`config.mk`:
```
export PLATFORM = sky130hd
export DESIGN_NAME = axis_s_fifo
export DESIGN_NICKNAME = d
export VERILOG_FILES = /design/src/rtl/axis_s_fifo.sv
export SDC_FILE = /design/constraint.sdc
export NUM_CORES = 1
export LEC_CHECK = 0
export CAP_MARGIN = 15
export CORE_MARGIN = 4
export CORE_UTILIZATION = 42
export DETAILED_ROUTE_END_ITERATION = 10
export PLACE_DENSITY = 0.66
export SYNTH_ARGS = -nofsm -noshare
export SYNTH_HDL_FRONTEND = slang
export SYNTH_SLANG_ARGS = --single-unit
```
`constraint.sdc`:
```
create_clock -name aclk -period 16 [get_ports aclk]
set_clock_uncertainty 0.05 [all_clocks]
set_input_delay 2.4 -clock aclk [delete_from_list [all_inputs] [get_ports aclk]]
set_output_delay 2.4 -clock aclk [all_outputs]
set_load 0.1 [all_outputs]
```
`src/rtl/axis_s_fifo.sv`:
```
// AXI-Stream receiver: DEPTH-entry show-ahead FIFO with a valid/read-enable consumer port,
// plus per-packet length and running packet count derived from tlast on accepted beats.
module axis_s_fifo #(
  parameter int unsigned DATA_W = 32,
  parameter int unsigned DEPTH  = 8,
  parameter int unsigned ADDR_W = 3
) (
  input  logic              aclk,
  input  logic              areset_n,
  // AXI-Stream slave side
  input  logic              tvalid_i,
  output logic              tready_o,
  input  logic [DATA_W-1:0] tdata_i,
  input  logic              tlast_i,
  // Local consumer side
  input  logic              rd_en_i,
  output logic              rd_valid_o,
  output logic [DATA_W-1:0] rd_data_o,
  output logic              rd_last_o,
  output logic [ADDR_W:0]   level_o,
  // Packet statistics
  output logic              pkt_done_o,
  output logic [15:0]       pkt_len_o,
  output logic [15:0]       pkt_cnt_o
);

  localparam logic [ADDR_W:0] LevelFull = (ADDR_W + 1)'(DEPTH);
  localparam logic [ADDR_W:0] LevelOne  = (ADDR_W + 1)'(1);
  localparam logic [ADDR_W-1:0] PtrOne  = ADDR_W'(1);

  // Each entry holds {tlast, tdata}
  logic [DATA_W:0]   mem_q [DEPTH];
  logic [DATA_W:0]   head;

  logic [ADDR_W-1:0] wptr_q, wptr_d;
  logic [ADDR_W-1:0] rptr_q, rptr_d;
  logic [ADDR_W:0]   level_q, level_d;

  logic [15:0]       cur_len_q, cur_len_d;
  logic [15:0]       pkt_len_q, pkt_len_d;
  logic [15:0]       pkt_cnt_q, pkt_cnt_d;
  logic              pkt_done_q, pkt_done_d;
  logic [15:0]       cur_inc;

  logic              accept;
  logic              pop;

  // Handshakes and show-ahead outputs, all derived from registered state
  always_comb begin
    rd_valid_o = (level_q != '0);
    // Gated by reset so the master sees not-ready for as long as reset is held
    tready_o   = areset_n & (level_q != LevelFull);
    accept     = tvalid_i & tready_o;
    // A read request against an empty FIFO is simply dropped
    pop        = rd_en_i & rd_valid_o;
    head       = mem_q[rptr_q];
    rd_data_o  = rd_valid_o ? head[DATA_W-1:0] : '0;
    rd_last_o  = rd_valid_o & head[DATA_W];
    level_o    = level_q;
    pkt_done_o = pkt_done_q;
    pkt_len_o  = pkt_len_q;
    pkt_cnt_o  = pkt_cnt_q;
  end

  // Next-state for pointers, occupancy and packet statistics
  always_comb begin
    wptr_d     = wptr_q;
    rptr_d     = rptr_q;
    level_d    = level_q;
    cur_len_d  = cur_len_q;
    pkt_len_d  = pkt_len_q;
    pkt_cnt_d  = pkt_cnt_q;
    pkt_done_d = 1'b0;
    cur_inc    = (cur_len_q == 16'hFFFF) ? 16'hFFFF : cur_len_q + 16'd1;

    // DEPTH is a power of two, so the pointers wrap naturally
    if (accept) begin
      wptr_d = wptr_q + PtrOne;
    end
    if (pop) begin
      rptr_d = rptr_q + PtrOne;
    end

    unique case ({accept, pop})
      2'b10:   level_d = level_q + LevelOne;
      2'b01:   level_d = level_q - LevelOne;
      default: level_d = level_q;
    endcase

    // Statistics follow acceptance, independent of what the consumer has read
    if (accept) begin
      if (tlast_i) begin
        pkt_len_d  = cur_inc;
        cur_len_d  = '0;
        pkt_cnt_d  = pkt_cnt_q + 16'd1;
        pkt_done_d = 1'b1;
      end else begin
        cur_len_d  = cur_inc;
      end
    end
  end

  // Control state; reset drops stored beats and any partial packet count
  always_ff @(posedge aclk or negedge areset_n) begin
    if (!areset_n) begin
      wptr_q     <= '0;
      rptr_q     <= '0;
      level_q    <= '0;
      cur_len_q  <= '0;
      pkt_len_q  <= '0;
      pkt_cnt_q  <= '0;
      pkt_done_q <= 1'b0;
    end else begin
      wptr_q     <= wptr_d;
      rptr_q     <= rptr_d;
      level_q    <= level_d;
      cur_len_q  <= cur_len_d;
      pkt_len_q  <= pkt_len_d;
      pkt_cnt_q  <= pkt_cnt_d;
      pkt_done_q <= pkt_done_d;
    end
  end

  // Beat storage; contents need no reset since reads are gated by occupancy
  always_ff @(posedge aclk) begin
    if (accept) begin
      mem_q[wptr_q] <= {tlast_i, tdata_i};
    end
  end

endmodule

```
==> results.cfg, run 1 <==
[status]
status = finished, final reports clean

[global_routing]
grt_pass1_wl_um = 40510
grt_max_degree = 63
grt_overflow = 0
grt_pass1_vias = 7027
antenna_found_initial = 1
gr-usage-all-layers_pct = 15.29

[synthesis]
yosys_warnings = 0
syn_nets = 762
synthCells = 718
yosysSeqAreaShare_pct = 72.26
avgSynthCellArea_um2 = 18.12
synth_top_area_share_pct = 60.92
synth_area_leaders = edfxtp_1 (61%), mux4_2 (11%), dfrtp_1 (11%)
ys_types = 48
synth_area_um2 = 13010
yosysTopAreaCell = edfxtp_1
yosys_register_bits = 323

[finish]
num-fill-cells = 2478
area_growth_pct = 20.16
final_common_cell = edfxtp_1
layout.nets = 880
utilization_pct = 51.12
stdcell_count = 1260
drive_gt1_share_pct = 17.03
final_cell_mix = edfxtp_1 (264), clkdlybuf4s50_1 (107), mux4_2 (66)

[detailed_routing]
via_per_inst = 5.440
drc = 0
wl_per_cell_um = 20.44
vias = 6855
drtIter0Drc = 446
ant_nets = 0
routed_wl_um = 25750
first_pass_iters = 5

[timing]
worst_pin_slew_ps = 1034
hold_violations = 0
period_needed_ps = 6409
hold_ws_ps = 417.4
fin_tns_setup_ps = 0
fmax_mhz = 156.0
rsz0062_at_grt = false
drv_slew = 0
fin_crit_sh_pct = 40.06
setup_viol = 0
relSlewSlack_pct = 30.88

[critical_path]
cp-start-kind = flop
critPathSlowestCell = clkdlybuf4s50_1
cp-endpoint = rd_data_o[29]
reg2reg_from = level_o[2]
crit_path_max_incr_delay_ps = 1020
path_cells = buf_4, mux4_2, mux2i_1, nor2_1, clkdlybuf4s50_1
cp.depth = 5
crit_family = buffers and inverters
crit_path_end_kind = output port
startpoint = rptr_q[0]
path_max_fanout = 49
critPathKind = flop to output port
arrival_ps = 3960
r2r_end = level_o[2]
r2r_cells = 11
reg2reg_slack_ps = 13020
cp.required_ps = 13550
critPathBufInv = 2

[cts]
cts_resized = 0
path_clk_slew_ps = 50
clkLatencyLatePin_ps = 500
cts_sinks = 323
cts_tree = done
cts-root-buf = clkbuf_16
cts_post_setup_buffers_inserted = 0
cts_hold_buffers = 0
htreeDepth = 2
cts_inserted_buffers = 35
clock_tree.buffer_depth = 3

[floorplan]
die_w_um = 184.0
start_util_pct = 42.54
core_um2 = 30590
die_h_um = 184.0
ios = 109
dieArea_um2 = 33870
row_count = 64

[placement]
place_congestion = 0.7608
place_inst = 1195
dp_hpwl_um = 14400
port_buffers = 108

[worst_hold_path]
holdCritPathClass = flop to flop

[run]
drv_cap = 0
stage by stage:
stage	worst slack, ps	instance area, µm²
after detailed placement	9834	14550
final	9591	15640
after CTS	9451	15640
after floorplan	9005	13010
after global placement	9823	14550
after global routing	9275	15640
routing by layer:
layer / routed length [µm] / global-route usage [%] / vias up
met2: 12090 / 23.30 / 211
met5: 9 / 0 / -
met4: 356 / 3.076 / 2
met1: 11330 / 22.44 / 3512
met3: 1974 / 4.234 / 34
li1: - / - / 3096
Yosys cell counts (all sizes together):
| cell type | instances |
|---|---|
| xnor2 | 26 |
| a211oi | 2 |
| o2111ai | 1 |
| a22o | 1 |
| clkinv | 1 |
| and3 | 6 |
| and4 | 4 |
| o31ai | 2 |
| a31oi | 8 |
| o221a | 2 |
| nand2 | 29 |
| nand3 | 16 |
| dfrtp | 59 |
| and2 | 4 |
| o22a | 1 |
| edfxtp | 264 |
| or4b | 1 |
| o21ai | 6 |
| a21o | 1 |
| nand4 | 10 |
| mux4 | 66 |
| nand3b | 1 |
| buf | 22 |
| nor2 | 54 |
| nor4 | 7 |
| clkbuf | 19 |
| and4b | 1 |
| mux2 | 2 |
| nor3b | 3 |
| a21oi | 22 |
| a311oi | 6 |
| nand4b | 1 |
| a41oi | 1 |
| o21bai | 2 |
| o311a | 1 |
| nor4b | 3 |
| inv | 3 |
| ha | 7 |
| mux2i | 34 |
| nor3 | 8 |
| nand2b | 2 |
| xor2 | 9 |
cells by family (layout without fill, tap and decap cells):
logic type | Yosys count | after routing | share of synthesized area, %
compound gates | 56 | 56 | 2.875
buf+inv | 45 | 190 | 1.692
fa+ha+maj | 7 | 7 | 0.6730
mux | 102 | 102 | 14.21
xor+xnor | 35 | 35 | 2.356
simple gates | 150 | 150 | 5.932
flops | 323 | 323 | 72.26
other cells | 0 | 1 | 0
flip-flops by register name, summed over array words and instances (netlist names):
register,count
pkt_done_o,1
wptr_q,3
rptr_q,3
pkt_cnt_o,16
pkt_len_o,16
mem_q,264
level_o,4
cur_len_q,16
area by class of cell:
type / count / area (µm²) / share of cell area (%)
clock inverters: 18 / 146.4 / 0.9361
repair buffers: 122 / 1181 / 7.553
diodes: 1 / 2.502 / 0.01600
flip-flops and latches: 323 / 9410 / 60.18
inverters: 4 / 27.53 / 0.1760
clock buffers: 46 / 938.4 / 6.001
well taps: 396 / 495.5 / 3.169
multi-input cells: 350 / 3436 / 21.97
worst min-delay path by stage:
stage | start | end | slack [ps] | depth (start not counted)
2_1_floorplan | cur_len_q[1] | cur_len_q[1] | 460 | 2
3_3_place_gp | rptr_q[2] | rptr_q[2] | 410 | 1
3_5_place_dp | rptr_q[2] | rptr_q[2] | 410 | 1
4_1_cts | rptr_q[2] | rptr_q[2] | 420 | 1
5_1_grt | rptr_q[2] | rptr_q[2] | 430 | 1
6_report | rptr_q[2] | rptr_q[2] | 420 | 1
Power of run 1 is not shown: default switching activity piles up to over one toggle a cycle in this logic, so the estimate is an artifact.
==> run 2: changes to the inputs <==
==> constraint.sdc (replaced) <==
create_clock -name aclk -period 6.2 [get_ports aclk]
set_clock_uncertainty 0.05 [all_clocks]
set_input_delay 0.93 -clock aclk [delete_from_list [all_inputs] [get_ports aclk]]
set_output_delay 0.93 -clock aclk [all_outputs]
set_load 0.1 [all_outputs]
==> run 2 against run 1 <==
Die area is the same. Flip-flop and latch count stayed put. Wire length grew 2.0%.
==> results.cfg, run 2 (synthesized netlist as in run 1, its figures left out) <==
[critical_path]
cp.required_ps = 5220
reg2reg_slack_ps = 3230
reg2reg_from = level_o[2]
critPathSlowestCell = clkdlybuf4s50_1
arrival_ps = 3720
crit_path_end_kind = output port
critPathKind = flop to output port
crit_path_max_incr_delay_ps = 980
path_max_fanout = 39
path_cells = buf_4, mux4_2, mux2i_1, nor2_1, clkdlybuf4s50_1
r2r_cells = 11
cp-start-kind = flop
r2r_end = level_o[2]

[cts]
clkLatencyLatePin_ps = 510
cts_tree = done
cts_inserted_buffers = 35
path_clk_slew_ps = 60
clock_tree.buffer_depth = 3
htreeDepth = 2
cts_hold_buffers = 0
cts-root-buf = clkbuf_16
cts_sinks = 323
cts_post_setup_buffers_inserted = 0
cts_resized = 0

[floorplan]
start_util_pct = 42.54
row_count = 64
die_w_um = 184.0
dieArea_um2 = 33870
ios = 109
core_um2 = 30590
die_h_um = 184.0

[timing]
period_needed_ps = 4704
worst_pin_slew_ps = 1092
relSlewSlack_pct = 26.50
hold_violations = 0
fin_crit_sh_pct = 75.87
rsz0062_at_grt = false
fmax_mhz = 212.6
drv_slew = 0
setup_viol = 0
fin_tns_setup_ps = 0

[finish]
utilization_pct = 51.32
diodes = 0
top_register = mem_q
final_common_cell = edfxtp_1
multi_input_area_um2 = 3436
layout.nets = 883
stdcell_count = 1261
regArea_um2 = 9410
drive_gt1_share_pct = 17.92
area_growth_pct = 20.62
largest_register_ff_count = 264
final_cell_mix = edfxtp_1 (264), clkdlybuf4s50_1 (107), mux4_2 (66)
num-fill-cells = 2527

[placement]
place_inst = 1197
dp_hpwl_um = 14900
port_buffers = 108
place_congestion = 0.7582

[power]
vdd_ir_drop_max_mv = 0.3440
p_int_mw = 4.864
p_sw_mw = 3.696
combPwrFrac_pct = 42.9
sequentialPowerShare_pct = 33.5
power.density_nw_per_um2 = 545.3
p_leak_nw = 5.329
p_clk_share_pct = 23.6
switching_share_pct = 43.18

[global_routing]
grt_pass1_vias = 7200
grt_pass1_wl_um = 41130
antenna_found_initial = 1
grt_overflow = 0
gr-usage-all-layers_pct = 15.75
grt_max_degree = 40

[detailed_routing]
drtIter0Drc = 503
via_per_inst = 5.404
ant_nets = 0
drc = 0
routed_wl_um = 26270
wl_per_cell_um = 20.83
vias = 6815
first_pass_iters = 5

[run]
drv_cap = 0

[status]
status = finished, final reports clean

[worst_hold_path]
holdCritPathClass = input port to asynchronous set/reset pin
-- run 2: cell type report --
cell class | count | share of cell area, %
Timing Repair Buffer | 125 | 7.668
Sequential cell | 323 | 59.95
Inverter | 4 | 0.1754
Clock buffer | 46 | 5.978
Clock inverter | 17 | 1.188
Multi-Input combinational cell | 350 | 21.89
Tap cell | 396 | 3.156
-- run 2: metrics by stage --
stage	setup slack, ps	instance area, µm²	hold slack [ps]	power (mW)
2_1_floorplan	201.5	13010	457.2	5.749
3_3_place_gp	1963	14570	413.4	6.607
3_5_place_dp	1958	14570	416.2	6.627
4_1_cts	1399	15690	382.6	8.663
5_1_grt	1225	15700	404.5	8.927
6_report	1496	15700	379.0	8.560
-- run 2: worst max-delay path by stage --
stage | start | to | slack [ps] | cells after the start
6_report | rptr_q[0] | rd_data_o[13] | 1500 | 5
5_1_grt | rptr_q[0] | rd_data_o[13] | 1220 | 5
4_1_cts | rptr_q[0] | rd_data_o[29] | 1400 | 5
3_5_place_dp | rptr_q[0] | rd_data_o[26] | 1960 | 5
3_3_place_gp | rptr_q[0] | rd_data_o[13] | 1960 | 5
2_1_floorplan | level_o[0] | mem_q[2][0] | 200 | 7
-- run 2: worst max-delay path: cells and delay by family (launching register included) --
family	cells	cell delay (ps)
buffers and inverters	2	1440
flip-flops	1	950
multiplexers	2	740
AND/OR/NAND/NOR	1	60
-- run 2: power groups by stage --
stage	Clock (mW)	Sequential, mW	Combinational [mW]
CTS	2.07	2.88	3.72
detailed placement	0	2.92	3.71
global route	2.17	2.91	3.85
floorplan	0	3.12	2.63
finish	2.02	2.87	3.67
global placement	0	2.91	3.70
-- run 2: per-layer routing --
layer  vias to the layer above  GRT usage (%)  routed length, µm
met2                       189          25.06              12680
met5                         -              0                 13
met1                      3495          21.88              11290
met4                         2          3.608                367
li1                       3094              -                  -
met3                        35          4.432               1916
(Power assumes the default switching activity.)
==> run 3: changes to the inputs <==
==> constraint.sdc (replaced) <==
create_clock -name aclk -period 4.5 [get_ports aclk]
set_clock_uncertainty 0.05 [all_clocks]
set_input_delay 0.675 -clock aclk [delete_from_list [all_inputs] [get_ports aclk]]
set_output_delay 0.675 -clock aclk [all_outputs]
set_load 0.1 [all_outputs]
==> run 3 against run 2 <==
Flip-flop and latch count unchanged. Setup slack lost 950 ps. Clock power increased by 44%. Count of clock-buffer cells in the layout grew 6. Cell count grew 0.48%. Critical endpoint is now rd_data_o[11]. Largest cell class unchanged.
==> results.cfg, run 3 (synthesized netlist as in run 1, its figures left out) <==
[worst_hold_path]
holdCritPathClass = input port to asynchronous set/reset pin

[timing]
period_needed_ps = 3949
fmax_mhz = 253.2
setup_viol = 0
fin_crit_sh_pct = 87.76
fin_tns_setup_ps = 0
rsz0062_at_grt = false
hold_ws_ps = 110.0
drv_slew = 0
worst_pin_slew_ps = 1024
relSlewSlack_pct = 31.49
hold_violations = 0

[placement]
place_inst = 1205
port_buffers = 108
dp_hpwl_um = 15550
dpl_cell_area_um2 = 14670
place_congestion = 0.7606

[power]
vdd_ir_drop_max_mv = 0.5053
switching_share_pct = 42.89
p_int_mw = 6.805
power.density_nw_per_um2 = 751.8
p_sw_mw = 5.110
combPwrFrac_pct = 42.4
sequentialPowerShare_pct = 33.3
p_leak_nw = 5.450
total_power_mw = 11.92
p_clk_share_pct = 24.3

[detailed_routing]
routed_wl_um = 26630
vias = 6848
drc = 0
ant_nets = 0
first_pass_iters = 5
wl_per_cell_um = 21.01
drtIter0Drc = 482
via_per_inst = 5.405

[finish]
final_cell_mix = edfxtp_1 (264), clkdlybuf4s50_1 (88), mux4_2 (66)
num-fill-cells = 2476
drive_gt1_share_pct = 20.90
diodes = 0
final_common_cell = edfxtp_1
multi_input_area_um2 = 3487
regArea_um2 = 9410
layout.nets = 890
design_area_um2 = 15850
area_growth_pct = 21.79
stdcell_count = 1267
top_register = mem_q
largest_register_ff_count = 264

[global_routing]
grt_pass1_vias = 7251
grt_overflow = 0
antenna_found_initial = 0
gr-usage-all-layers_pct = 15.97
grt_max_degree = 40
grt_pass1_wl_um = 42060

[floorplan]
die_w_um = 184.0
row_count = 64
die_h_um = 184.0
start_util_pct = 42.54
core_um2 = 30590
dieArea_um2 = 33870
ios = 109

[critical_path]
reg2reg_from = level_o[2]
crit_path_end_kind = output port
r2r_cells = 11
critPathKind = flop to output port
critPathSlowestCell = clkdlybuf4s50_1
cp.depth = 4
cp.required_ps = 3770
cp-start-kind = flop
critPathBufInv = 1
arrival_ps = 3220
crit_family = buffers and inverters
path_max_fanout = 32
path_cells = mux4_2, mux2i_1, nor2_1, clkdlybuf4s50_1
startpoint = rptr_q[0]
crit_path_max_incr_delay_ps = 970

[status]
status = finished, final reports clean

[cts]
cts_inserted_buffers = 35
cts_post_setup_buffers_inserted = 0
path_clk_slew_ps = 60
cts_tree = done
cts-root-buf = clkbuf_16
cts_hold_buffers = 0
htreeDepth = 2
cts_resized = 0
clkLatencyLatePin_ps = 510
cts_sinks = 323
clock_tree.buffer_depth = 3

[run]
drv_cap = 0
-- run 3: cell types whose count changed in the layout (fill, tap and decap cells not counted), sizes merged --
cell / change
buf: +26
clkdlybuf4s50: -19
clkbuf: +6
clkinv: -5
clkinvlp: -1
inv: -1
-- run 3: final timing paths --
| path | end | slack [ps] |
|---|---|---|
| max reg2reg | level_o[2] | 1380 |
| min | pkt_done_o | 110 |
| min in group aclk | pkt_cnt_o[15] | 430 |
| min reg2reg | pkt_cnt_o[15] | 430 |
| max | rd_data_o[11] | 550 |
| max in group asynchronous | rptr_q[0] | 3330 |
-- run 3: per-stage QoR --
stage                     setup slack, ps  util (%)
after floorplan                     143.7         -
after global placement               1015     47.95
after detailed placement             1039     47.95
after CTS                           470.5     51.81
after global routing                354.8     51.81
final                               551.0     51.81
-- run 3: per-layer routing --
| layer | GRT usage, % | wire length [µm] |
|---|---|---|
| met3 | 3.245 | 1829 |
| met5 | 0 | 0 |
| met1 | 22.81 | 11700 |
| met4 | 4.111 | 488 |
| met2 | 25.42 | 12610 |
-- run 3: area by class of cell --
cell class | count | share of cell area (%)
Timing Repair Buffer | 132 | 7.863
Inverter | 4 | 0.1737
Clock inverter | 10 | 0.8842
Clock buffer | 52 | 6.576
Sequential cell | 323 | 59.37
Multi-Input combinational cell | 350 | 22.00
Tap cell | 396 | 3.126
-- run 3: power groups by stage --
| stage | Combinational, mW | Clock, mW | Sequential, mW |
|---|---|---|---|
| after floorplan | 3.64 | 0 | 4.29 |
| after global placement | 5.08 | 0 | 4.03 |
| after detailed placement | 5.10 | 0 | 4.04 |
| after CTS | 5.11 | 2.97 | 3.98 |
| after global routing | 5.29 | 3.12 | 4.03 |
| final | 5.05 | 2.90 | 3.97 |
